[src/rtl/sfp_pkg.sv]
// Shared definitions for the SFP link supervisor: FSM state encoding,
// retry counter width and a small constant helper for sizing counters.
package sfp_pkg;

  // Width of the failed-attempt counter presented on retry_count.
  localparam int RETRY_W = 4;

  // Link supervisor states.
  typedef enum logic [2:0] {
    ST_RESET_PHY  = 3'd0,
    ST_WAIT_READY = 3'd1,
    ST_WAIT_SYNC  = 3'd2,
    ST_LINK_UP    = 3'd3,
    ST_FAULT      = 3'd4
  } link_state_t;

  // Larger of two integers, used to size the shared timer and counter.
  function automatic int max2(input int a, input int b);
    return (a > b) ? a : b;
  endfunction

endpackage

[src/rtl/sync_2ff.sv]
// Generic two-flop synchronizer for a single asynchronous level signal.
// Both stages reset to 0.
module sync_2ff (
  input  logic clk,
  input  logic rst,
  input  logic d,
  output logic q
);

  logic meta_q;
  logic sync_q;

  // Two-stage shift to resolve metastability on the incoming level.
  always_ff @(posedge clk or posedge rst) begin
    if (rst) begin
      meta_q <= 1'b0;
      sync_q <= 1'b0;
    end else begin
      // NOTE: non-blocking assignments make both stages sample their inputs
      // before either updates, so the chain really is two flops deep.
      meta_q <= d;
      sync_q <= meta_q;
    end
  end

  assign q = sync_q;

endmodule

[src/rtl/sfp_link_monitor.sv]
// Link-level supervisor for the SFP transceiver path. Drives the PHY reset
// sequencer, waits for ready and word-alignment sync, declares link-up,
// detects loss of link and retries; latches a fault after MAX_RETRIES
// failed bring-up attempts.
// Optional feature: define SFP_LINK_MON_STATS_EN to enable the saturating
// link_drops counter; otherwise link_drops is tied to zero.
module sfp_link_monitor
  import sfp_pkg::*;
#(
  parameter int RESET_CYCLES  = 16,
  parameter int READY_TIMEOUT = 125000,
  parameter int SYNC_TIMEOUT  = 125000,
  parameter int LOCK_CYCLES   = 8,
  parameter int LOSS_CYCLES   = 64,
  parameter int MAX_RETRIES   = 15
) (
  input  logic               clk,
  input  logic               reset,
  input  logic               tx_ready,
  input  logic               rx_ready,
  input  logic               rx_syncstatus,
  input  logic               sfp_los,
  output logic               phy_reset,
  output logic               link_up,
  output logic               link_fault,
  output logic [RETRY_W-1:0] retry_count,
  output logic [15:0]        link_drops
);

  // One width covers every timer/counter limit so none of them can wrap.
  localparam int MAX_PARAM = max2(max2(max2(RESET_CYCLES, READY_TIMEOUT),
                                       max2(SYNC_TIMEOUT, LOCK_CYCLES)),
                                  LOSS_CYCLES);
  localparam int CNT_W = $clog2(MAX_PARAM + 1);

  localparam logic [CNT_W-1:0]   RESET_LAST = CNT_W'(RESET_CYCLES - 1);
  localparam logic [CNT_W-1:0]   READY_LAST = CNT_W'(READY_TIMEOUT - 1);
  localparam logic [CNT_W-1:0]   SYNC_LAST  = CNT_W'(SYNC_TIMEOUT - 1);
  localparam logic [CNT_W-1:0]   LOCK_LAST  = CNT_W'(LOCK_CYCLES - 1);
  localparam logic [CNT_W-1:0]   LOSS_LAST  = CNT_W'(LOSS_CYCLES - 1);
  localparam logic [RETRY_W-1:0] RETRY_MAX  = RETRY_W'(MAX_RETRIES);

  link_state_t        state_q, state_d;
  logic [CNT_W-1:0]   timer_q, timer_d;
  logic [CNT_W-1:0]   cnt_q, cnt_d;
  logic [RETRY_W-1:0] retry_q, retry_d;
  logic               phy_reset_q, phy_reset_d;
  logic               link_up_q, link_up_d;
  logic               link_fault_q, link_fault_d;
  logic               fail;
  logic               los_s;

  sync_2ff u_los_sync (
    .clk (clk),
    .rst (reset),
    .d   (sfp_los),
    .q   (los_s)
  );

  // Next-state, timer, sync/loss counter and retry bookkeeping.
  always_comb begin
    // NOTE: every variable gets a default before the case so no path leaves
    // it unassigned, which would otherwise infer a latch.
    state_d = state_q;
    timer_d = timer_q;
    cnt_d   = cnt_q;
    retry_d = retry_q;
    fail    = 1'b0;

    case (state_q)
      ST_RESET_PHY: begin
        // LOS holds the timer at zero, which holds the PHY in reset.
        if (los_s) begin
          timer_d = '0;
        end else if (timer_q == RESET_LAST) begin
          state_d = ST_WAIT_READY;
        end else begin
          timer_d = timer_q + 1'b1;
        end
      end

      ST_WAIT_READY: begin
        if (los_s) begin
          state_d = ST_RESET_PHY;
        end else if (tx_ready && rx_ready) begin
          state_d = ST_WAIT_SYNC;
        end else if (timer_q == READY_LAST) begin
          fail = 1'b1;
        end else begin
          timer_d = timer_q + 1'b1;
        end
      end

      ST_WAIT_SYNC: begin
        if (los_s) begin
          state_d = ST_RESET_PHY;
        end else if (!rx_ready) begin
          fail = 1'b1;
        end else if (rx_syncstatus && (cnt_q == LOCK_LAST)) begin
          state_d = ST_LINK_UP;
          retry_d = '0;
        end else if (timer_q == SYNC_LAST) begin
          fail = 1'b1;
        end else begin
          timer_d = timer_q + 1'b1;
          cnt_d   = rx_syncstatus ? (cnt_q + 1'b1) : '0;
        end
      end

      ST_LINK_UP: begin
        // Loss of link restarts bring-up without counting as a retry.
        if (los_s || !rx_ready) begin
          state_d = ST_RESET_PHY;
        end else if (!rx_syncstatus && (cnt_q == LOSS_LAST)) begin
          state_d = ST_RESET_PHY;
        end else begin
          cnt_d = rx_syncstatus ? '0 : (cnt_q + 1'b1);
        end
      end

      ST_FAULT: begin
        state_d = ST_FAULT;
      end

      default: begin
        state_d = ST_RESET_PHY;
      end
    endcase

    if (fail) begin
      retry_d = retry_q + 1'b1;
      state_d = (retry_d == RETRY_MAX) ? ST_FAULT : ST_RESET_PHY;
    end

    // Each state starts with a fresh timer and counter.
    if (state_d != state_q) begin
      timer_d = '0;
      cnt_d   = '0;
    end

    phy_reset_d  = (state_d == ST_RESET_PHY) || (state_d == ST_FAULT);
    link_up_d    = (state_d == ST_LINK_UP);
    link_fault_d = (state_d == ST_FAULT);
  end

  // State, counters and registered outputs.
  always_ff @(posedge clk or posedge reset) begin
    if (reset) begin
      state_q      <= ST_RESET_PHY;
      timer_q      <= '0;
      cnt_q        <= '0;
      retry_q      <= '0;
      phy_reset_q  <= 1'b1;
      link_up_q    <= 1'b0;
      link_fault_q <= 1'b0;
    end else begin
      state_q      <= state_d;
      timer_q      <= timer_d;
      cnt_q        <= cnt_d;
      retry_q      <= retry_d;
      phy_reset_q  <= phy_reset_d;
      link_up_q    <= link_up_d;
      link_fault_q <= link_fault_d;
    end
  end

  assign phy_reset   = phy_reset_q;
  assign link_up     = link_up_q;
  assign link_fault  = link_fault_q;
  assign retry_count = retry_q;

`ifdef SFP_LINK_MON_STATS_EN
  logic [15:0] drops_q, drops_d;

  // Count every exit from LINK_UP, saturating at all-ones.
  always_comb begin
    drops_d = drops_q;
    if ((state_q == ST_LINK_UP) && (state_d == ST_RESET_PHY) &&
        (drops_q != 16'hFFFF)) begin
      drops_d = drops_q + 16'd1;
    end
  end

  // Drop counter register, cleared only by reset.
  always_ff @(posedge clk or posedge reset) begin
    if (reset) begin
      drops_q <= 16'd0;
    end else begin
      drops_q <= drops_d;
    end
  end

  assign link_drops = drops_q;
`else
  assign link_drops = 16'd0;
`endif

endmodule

[config.mk]
export PLATFORM = sky130hd
export DESIGN_NAME = sfp_link_monitor
export DESIGN_NICKNAME = d
export VERILOG_FILES = /design/src/rtl/sfp_pkg.sv /design/src/rtl/sync_2ff.sv /design/src/rtl/sfp_link_monitor.sv
export SDC_FILE = /design/constraint.sdc
export NUM_CORES = 1
export LEC_CHECK = 0
export ABC_CLOCK_PERIOD_IN_PS = 3500
export BUFFER_PORTS_ARGS = -buffer_cell sky130_fd_sc_hd__buf_2
export CORE_MARGIN = 2
export CORE_UTILIZATION = 60
export CTS_BUF_LIST = sky130_fd_sc_hd__clkbuf_2 sky130_fd_sc_hd__clkbuf_4 sky130_fd_sc_hd__clkbuf_8
export DETAILED_ROUTE_END_ITERATION = 16
export HOLD_SLACK_MARGIN = 0.15
export PLACE_DENSITY = 0.81
export SLEW_MARGIN = 20
export SYNTH_ARGS = -nofsm -noshare
export SYNTH_HDL_FRONTEND = slang
export SYNTH_SLANG_ARGS = --single-unit
[constraint.sdc]
create_clock -name clk -period 3.5 [get_ports clk]
set_clock_uncertainty 0.15 [all_clocks]
set_input_delay 0.875 -clock clk [delete_from_list [all_inputs] [get_ports clk]]
set_output_delay 0.875 -clock clk [all_outputs]
set_load 0.01 [all_outputs]
==> results of run 1 <==
placed cells by master (no fill, tap or decap), types with 6 or more instances in the layout:
cell / instances
conb_1: 16
a21oi_1: 19
inv_1: 8
nand3_1: 20
buf_2: 12
dfrtp_1: 45
o31ai_1: 6
nor2_1: 28
nor3_1: 7
o21ai_0: 40
and3_1: 7
nand2_1: 30
or3_1: 14
kinds of logic (layout without fill, tap and decap cells):
group,count (synthesis),after routing,share of synthesized area (%)
flops,46,46,40.06
other cells,1,16,0.1304
compound gates,91,91,19.88
mux,2,2,0.6960
buf+inv,36,33,7.047
fa+ha+maj,4,4,1.740
simple gates,149,149,28.62
xor+xnor,6,6,1.827
cell type report:
type / instances / area, µm² / area share [%]
sequential: 46 / 1152 / 37.75
timing repair buffer: 16 / 90.09 / 2.951
multi-input combinational: 268 / 1595 / 52.25
clock buffer: 6 / 76.32 / 2.500
clock inverter: 2 / 37.54 / 1.230
tap: 54 / 67.56 / 2.213
inverter: 9 / 33.78 / 1.107
critical path, delay by kind of cell (launching register included):
kind	cells	cell delay [ns]
and+or+nand+nor	6	1.90
DFF	1	0.42
AOI/OAI and AO/OA	2	0.74
per-layer routing:
metal  vias up  track usage (%)  wire length [µm]
met5         -                0                 0
met4         0            8.436               110
met3        16            5.525               379
met2       114            40.84              3003
met1      1211            34.30              2890
li1       1213                -                 -
through the flow:
| stage | util (%) | hold WS, ns | total power, mW |
|---|---|---|---|
| after global routing | 65.50 | 0.2111 | 1.015 |
| after detailed placement | 62.68 | 0.1847 | 0.5930 |
| after floorplan | - | 0.1812 | 0.5923 |
| final | 65.50 | 0.2093 | 0.9922 |
| after global placement | 62.68 | 0.1833 | 0.5922 |
| after CTS | 65.13 | 0.2055 | 0.9908 |
worst min path at each step:
stage	end	from
after floorplan	u_los_sync.q	u_los_sync.meta_q
after global placement	u_los_sync.q	u_los_sync.meta_q
after detailed placement	u_los_sync.q	u_los_sync.meta_q
after CTS	u_los_sync.q	u_los_sync.meta_q
after global routing	u_los_sync.q	u_los_sync.meta_q
final	u_los_sync.q	u_los_sync.meta_q
registers in the layout, indices dropped and copies added (netlist names):
signal	flops
link_fault	1
state_q	3
u_los_sync.q	1
phy_reset	1
link_up	1
retry_count	4
timer_q	17
u_los_sync.meta_q	1
cnt_q	17
power by group through the flow:
stage	Sequential [mW]	Clock, mW	Combinational (mW)
after floorplan	0.549	0	0.0431
after global placement	0.551	0	0.0410
after detailed placement	0.551	0	0.0418
after CTS	0.541	0.408	0.0421
after global routing	0.542	0.426	0.0478
final	0.541	0.410	0.0415
==> flow_summary.toml, run 1 <==
[critical_path]
reg2regPathDepth = 8
timing.rr.start = "cnt_q[10]"
path_class = "flip-flop to flip-flop"
r2r-end = "timer_q[12]"
crit_end = "timer_q[12]"
cp.required_ns = 3.59
crit_path_cell_trace = "nor4_1 -> nand3_1 -> o2111ai_2 -> nand2_2 -> o21a_1 -> or3_1 -> or4_1 -> nand2_1"
crit_fanout = 8
end_kind = "flip-flop"
max_stage_delay_ns = 0.52
cpMaxStageDelayCell = "or4_1"
cp-startpoint = "cnt_q[10]"
cp.arrival_ns = 3.38
cp-start-kind = "flip-flop"
reg2reg_slack_ns = 0.21

[clock_tree]
tritoncts = "yes"
cts_made_buffers = 5
cts_sinks = 46
clockBufferDepth = 2
clk_latency_ns = 0.31
postCtsHoldBufs = 0
cts_resized = 0
htree_levels = 2
clk_pin_slew_ns = 0.10
post_cts_buffers = 0
root_buffer = "clkbuf_8"

[sta]
layout_min_cycle_time_ns = 3.287
setup_viol = 0
fmax_ghz = 0.3042
rsz0062_at_grt = "false"
tns_ns = 0
worst_pin_slew_ns = 0.9487
finalCritPeriodShare_pct = 93.92
slew_headroom_pct = 36.66
hold_viol = 0
slew_viol_final = 0
setup_slack_ns = 0.2129

[placement]
gp_congestion = 0.8878
place_area_um2 = 2922
numPortBuffers = 12
dp_hpwl_mm = 4.534
pre_cts_ws_ns = 0.04977
place_inst = 393

[synthesis]
seq_area_frac_synth_pct = 40.06
synth_edf_count = 0
yosys_warnings = 0
synth_flop_cell = "dfrtp_1"
synth.top_cells.by_count = "dfrtp_1 (45), o21ai_0 (40), nand2_1 (30), nor2_1 (28), nand3_1 (20)"
ys_seq_elements = 46
ys_types = 57
synthesis.area_um2 = 2877
netlist.area_leader.share_pct = 39.15
avgSynthCellArea_um2 = 8.587
synth_cells = 335
ys_async_sr_fraction_pct = 100.0
yosys-top-cells-area = "dfrtp_1 (39%), o21ai_0 (7.0%), buf_4 (4.2%)"
yosysTopAreaCell = "dfrtp_1"
yosysMostFrequentCell = "dfrtp_1"

[pwr]
irDropWorstVdd_mv = 0.2347
p_int_uw = 766.4
leakage_nw = 1.242
swShare_pct = 22.75
switchingPower_uw = 225.8
powerDensity_nw_per_um2 = 325.0
combPwrFrac_pct = 4.2
pwr-share-clk_pct = 41.3
p_seq_share_pct = 54.5

[floorplan]
die_w_um = 73.24
dieArea_um2 = 5364
fp.dieH_um = 73.24
rows = 25
io_pins = 29
initial_utilization_pct = 61.72
core_um2 = 4661

[routing]
drc = 0
first_pass_iters = 5
vias_per_cell = 6.369
wl_per_cell_um = 15.92
routed_wl_mm = 6.385
ant_nets = 0
drtIter0Drc = 176
vias = 2554

[finish]
fillCellCount = 392
fin_nets = 356
final_layout_size_suffix_gt1_share_pct = 12.39
finalNonFillerCells = 401
n_antenna_cell = 0
area_growth_pct = 6.133
final_cell_area_um2 = 3053

[hold_path]
worstHoldPathCells = 0
hold_path.class = "flip-flop to flip-flop"

[global_route]
antenna_found_initial = 0
grt_pass1_wl_mm = 10.68
grt_pass1_vias = 2312
grt_overflow = 0
grt.total_usage_pct = 25.52
grt_max_degree = 47

[flow_run]
cap_viol_max_count = 0

[run_status]
status = "finished, final reports clean"
(Power assumes the default switching activity.)
==> run 2: changes to the inputs <==
--- a/config.mk
+++ b/config.mk
@@ -5,14 +5,15 @@
 export SDC_FILE = /design/constraint.sdc
 export NUM_CORES = 1
 export LEC_CHECK = 0
+export ABC_AREA = 1
 export ABC_CLOCK_PERIOD_IN_PS = 3500
 export BUFFER_PORTS_ARGS = -buffer_cell sky130_fd_sc_hd__buf_2
-export CORE_MARGIN = 2
+export CORE_MARGIN = 5
 export CORE_UTILIZATION = 60
 export CTS_BUF_LIST = sky130_fd_sc_hd__clkbuf_2 sky130_fd_sc_hd__clkbuf_4 sky130_fd_sc_hd__clkbuf_8
 export DETAILED_ROUTE_END_ITERATION = 16
 export HOLD_SLACK_MARGIN = 0.15
-export PLACE_DENSITY = 0.81
+export PLACE_DENSITY = 0.8
 export SLEW_MARGIN = 20
 export SYNTH_ARGS = -nofsm -noshare
 export SYNTH_HDL_FRONTEND = slang
==> run 2 against run 1 <==
  * Critical path depth fell by 2
  * Synthesized area is 17% higher
  * Wire length increased by 13%
  * Critical path type unchanged
  * Largest cell class unchanged
  * Highest routed layer unchanged
==> flow_summary.toml, run 2 <==
[routing]
routed_wl_mm = 7.214
ant_nets = 0
vias = 2865
first_pass_iters = 4
wl_per_cell_um = 14.26
vias_per_cell = 5.662
drc = 0
drtIter0Drc = 269

[critical_path]
cp-start-kind = "flip-flop"
end_kind = "flip-flop"
crit_fanout = 20
path_class = "flip-flop to flip-flop"
cp.required_ns = 3.55
cp.arrival_ns = 2.83

[synthesis]
synth_cells = 436
yosys-top-cells-area = "dfrtp_1 (33%), nand4_1 (12%), nand2_1 (9.6%)"
ys_seq_elements = 46
synth.top_cells.by_count = "nand2_1 (86), nand4_1 (63), dfrtp_1 (45), inv_1 (36), nor2_1 (34)"
seq_area_frac_synth_pct = 34.20
netlist.area_leader.share_pct = 33.42
yosysTopAreaCell = "dfrtp_1"
ys_types = 45
synth_flop_cell = "dfrtp_1"
yosys_warnings = 0
synth_edf_count = 0
synthesis.area_um2 = 3369
yosysMostFrequentCell = "nand2_1"
ys_async_sr_fraction_pct = 100.0
avgSynthCellArea_um2 = 7.728

[sta]
layout_min_cycle_time_ns = 2.780
setup_viol = 0
slew_viol_final = 0
fmax_ghz = 0.3597
tns_ns = 0
hold_viol = 0
rsz0062_at_grt = "false"
slew_headroom_pct = 35.92
finalCritPeriodShare_pct = 79.44
worst_pin_slew_ns = 0.9598

[finish]
layout_common_cells = "nand2_1 (86), nand4_1 (63), dfrtp_1 (45)"
area_growth_pct = 1.820
finalNonFillerCells = 506
n_antenna_cell = 0
fillCellCount = 493
final_layout_size_suffix_gt1_share_pct = 13.82
fin_nets = 443
layout_commonest_cell = "nand2_1"
final_cell_area_um2 = 3431

[clock_tree]
clk_pin_slew_ns = 0.09
postCtsHoldBufs = 0
cts_resized = 0
post_cts_buffers = 0
clockBufferDepth = 2
root_buffer = "clkbuf_8"
cts_sinks = 46
tritoncts = "yes"
htree_levels = 2
cts_made_buffers = 5
clk_latency_ns = 0.31

[floorplan]
initial_utilization_pct = 61.57
fp.dieH_um = 84.94
dieArea_um2 = 7215
die_w_um = 84.94
rows = 27
io_pins = 29
core_um2 = 5473

[flow_run]
cap_viol_max_count = 0

[pwr]
combPwrFrac_pct = 4.1
p_seq_share_pct = 54.7
powerDensity_nw_per_um2 = 288.4
switchingPower_uw = 232.6
leakage_nw = 1.606
swShare_pct = 23.51
p_int_uw = 756.9
irDropWorstVdd_mv = 0.2196
pwr-share-clk_pct = 41.2

[global_route]
gr-usage-met1_pct = 27.11
grt_max_degree = 51
met3_usage_pct = 4.369
grt.total_usage_pct = 20.94
grt_pass1_vias = 2677
grt_overflow = 0
grt_most_used_layer = "met2"
antenna_found_initial = 0
grt_use_met2_pct = 35.38
grt_pass1_wl_mm = 12.60

[placement]
numPortBuffers = 12
place_area_um2 = 3317
place_inst = 498
gp_congestion = 0.9198
dp_hpwl_mm = 4.941

[run_status]
status = "finished, final reports clean"

[hold_path]
hold_path.class = "flip-flop to flip-flop"
-- run 2: routing by layer --
layer	vias to the layer above	wire [µm]
met1	1347	3230
li1	1445	-
met3	8	317
met5	-	0
met4	0	68
met2	65	3598
-- run 2: logic make-up after synthesis --
group,share of synthesized area (%)
simple gates,39.99
buf+inv,12.92
flops,34.20
compound gates,5.013
xor+xnor,6.276
fa+ha+maj,1.485
other cells,0.1113
-- run 2: cell type report --
class / instances / area, µm² / area share, %
Clock inverter: 3 / 45.04 / 1.313
Multi-Input combinational cell: 326 / 1838 / 53.57
Clock buffer: 5 / 68.82 / 2.006
Sequential cell: 46 / 1152 / 33.59
Inverter: 41 / 156.4 / 4.559
Tap cell: 72 / 90.09 / 2.626
Timing Repair Buffer: 13 / 80.08 / 2.334
-- run 2: power groups by stage --
stage / combinational (mW) / clock [mW] / sequential, mW
floorplan: 0.0469 / 0 / 0.548
global placement: 0.0397 / 0 / 0.552
detailed placement: 0.0407 / 0 / 0.552
CTS: 0.0406 / 0.418 / 0.542
global route: 0.0466 / 0.447 / 0.543
finish: 0.0405 / 0.407 / 0.542
-- run 2: final timing paths --
| path | from | endpoint | slack [ns] | cells after the start |
|---|---|---|---|---|
| max | u_los_sync.q | timer_q[6] | 0.72 | 6 |
| min | u_los_sync.meta_q | u_los_sync.q | 0.21 | 0 |
| max reg2reg | u_los_sync.q | timer_q[6] | 0.72 | 6 |
| min reg2reg | u_los_sync.meta_q | u_los_sync.q | 0.21 | 0 |
| max in group asynchronous | reset | cnt_q[13] | 1.98 | 2 |
| min in group asynchronous | reset | cnt_q[5] | 0.63 | 2 |
-- run 2: per-stage QoR --
stage / power (mW) / hold slack (ns) / util (%) / setup WS, ns
after floorplan: 0.5948 / 0.1812 / - / 1.316
after CTS: 1.000 / 0.2122 / 62.69 / 0.7510
final: 0.9895 / 0.2107 / 62.69 / 0.7197
after global placement: 0.5917 / 0.1847 / 60.61 / 0.7132
after detailed placement: 0.5927 / 0.1942 / 60.61 / 0.6272
after global routing: 1.036 / 0.2258 / 62.69 / 0.5320
-- run 2: worst max-delay path, cell delays in order, from the launching register on --
cell	delay (ns)
dfrtp_1	0.67
nor4_1	0.48
nand4_1	0.26
nand4_4	0.27
clkinv_1	0.49
nand4_1	0.27
nand2_1	0.08
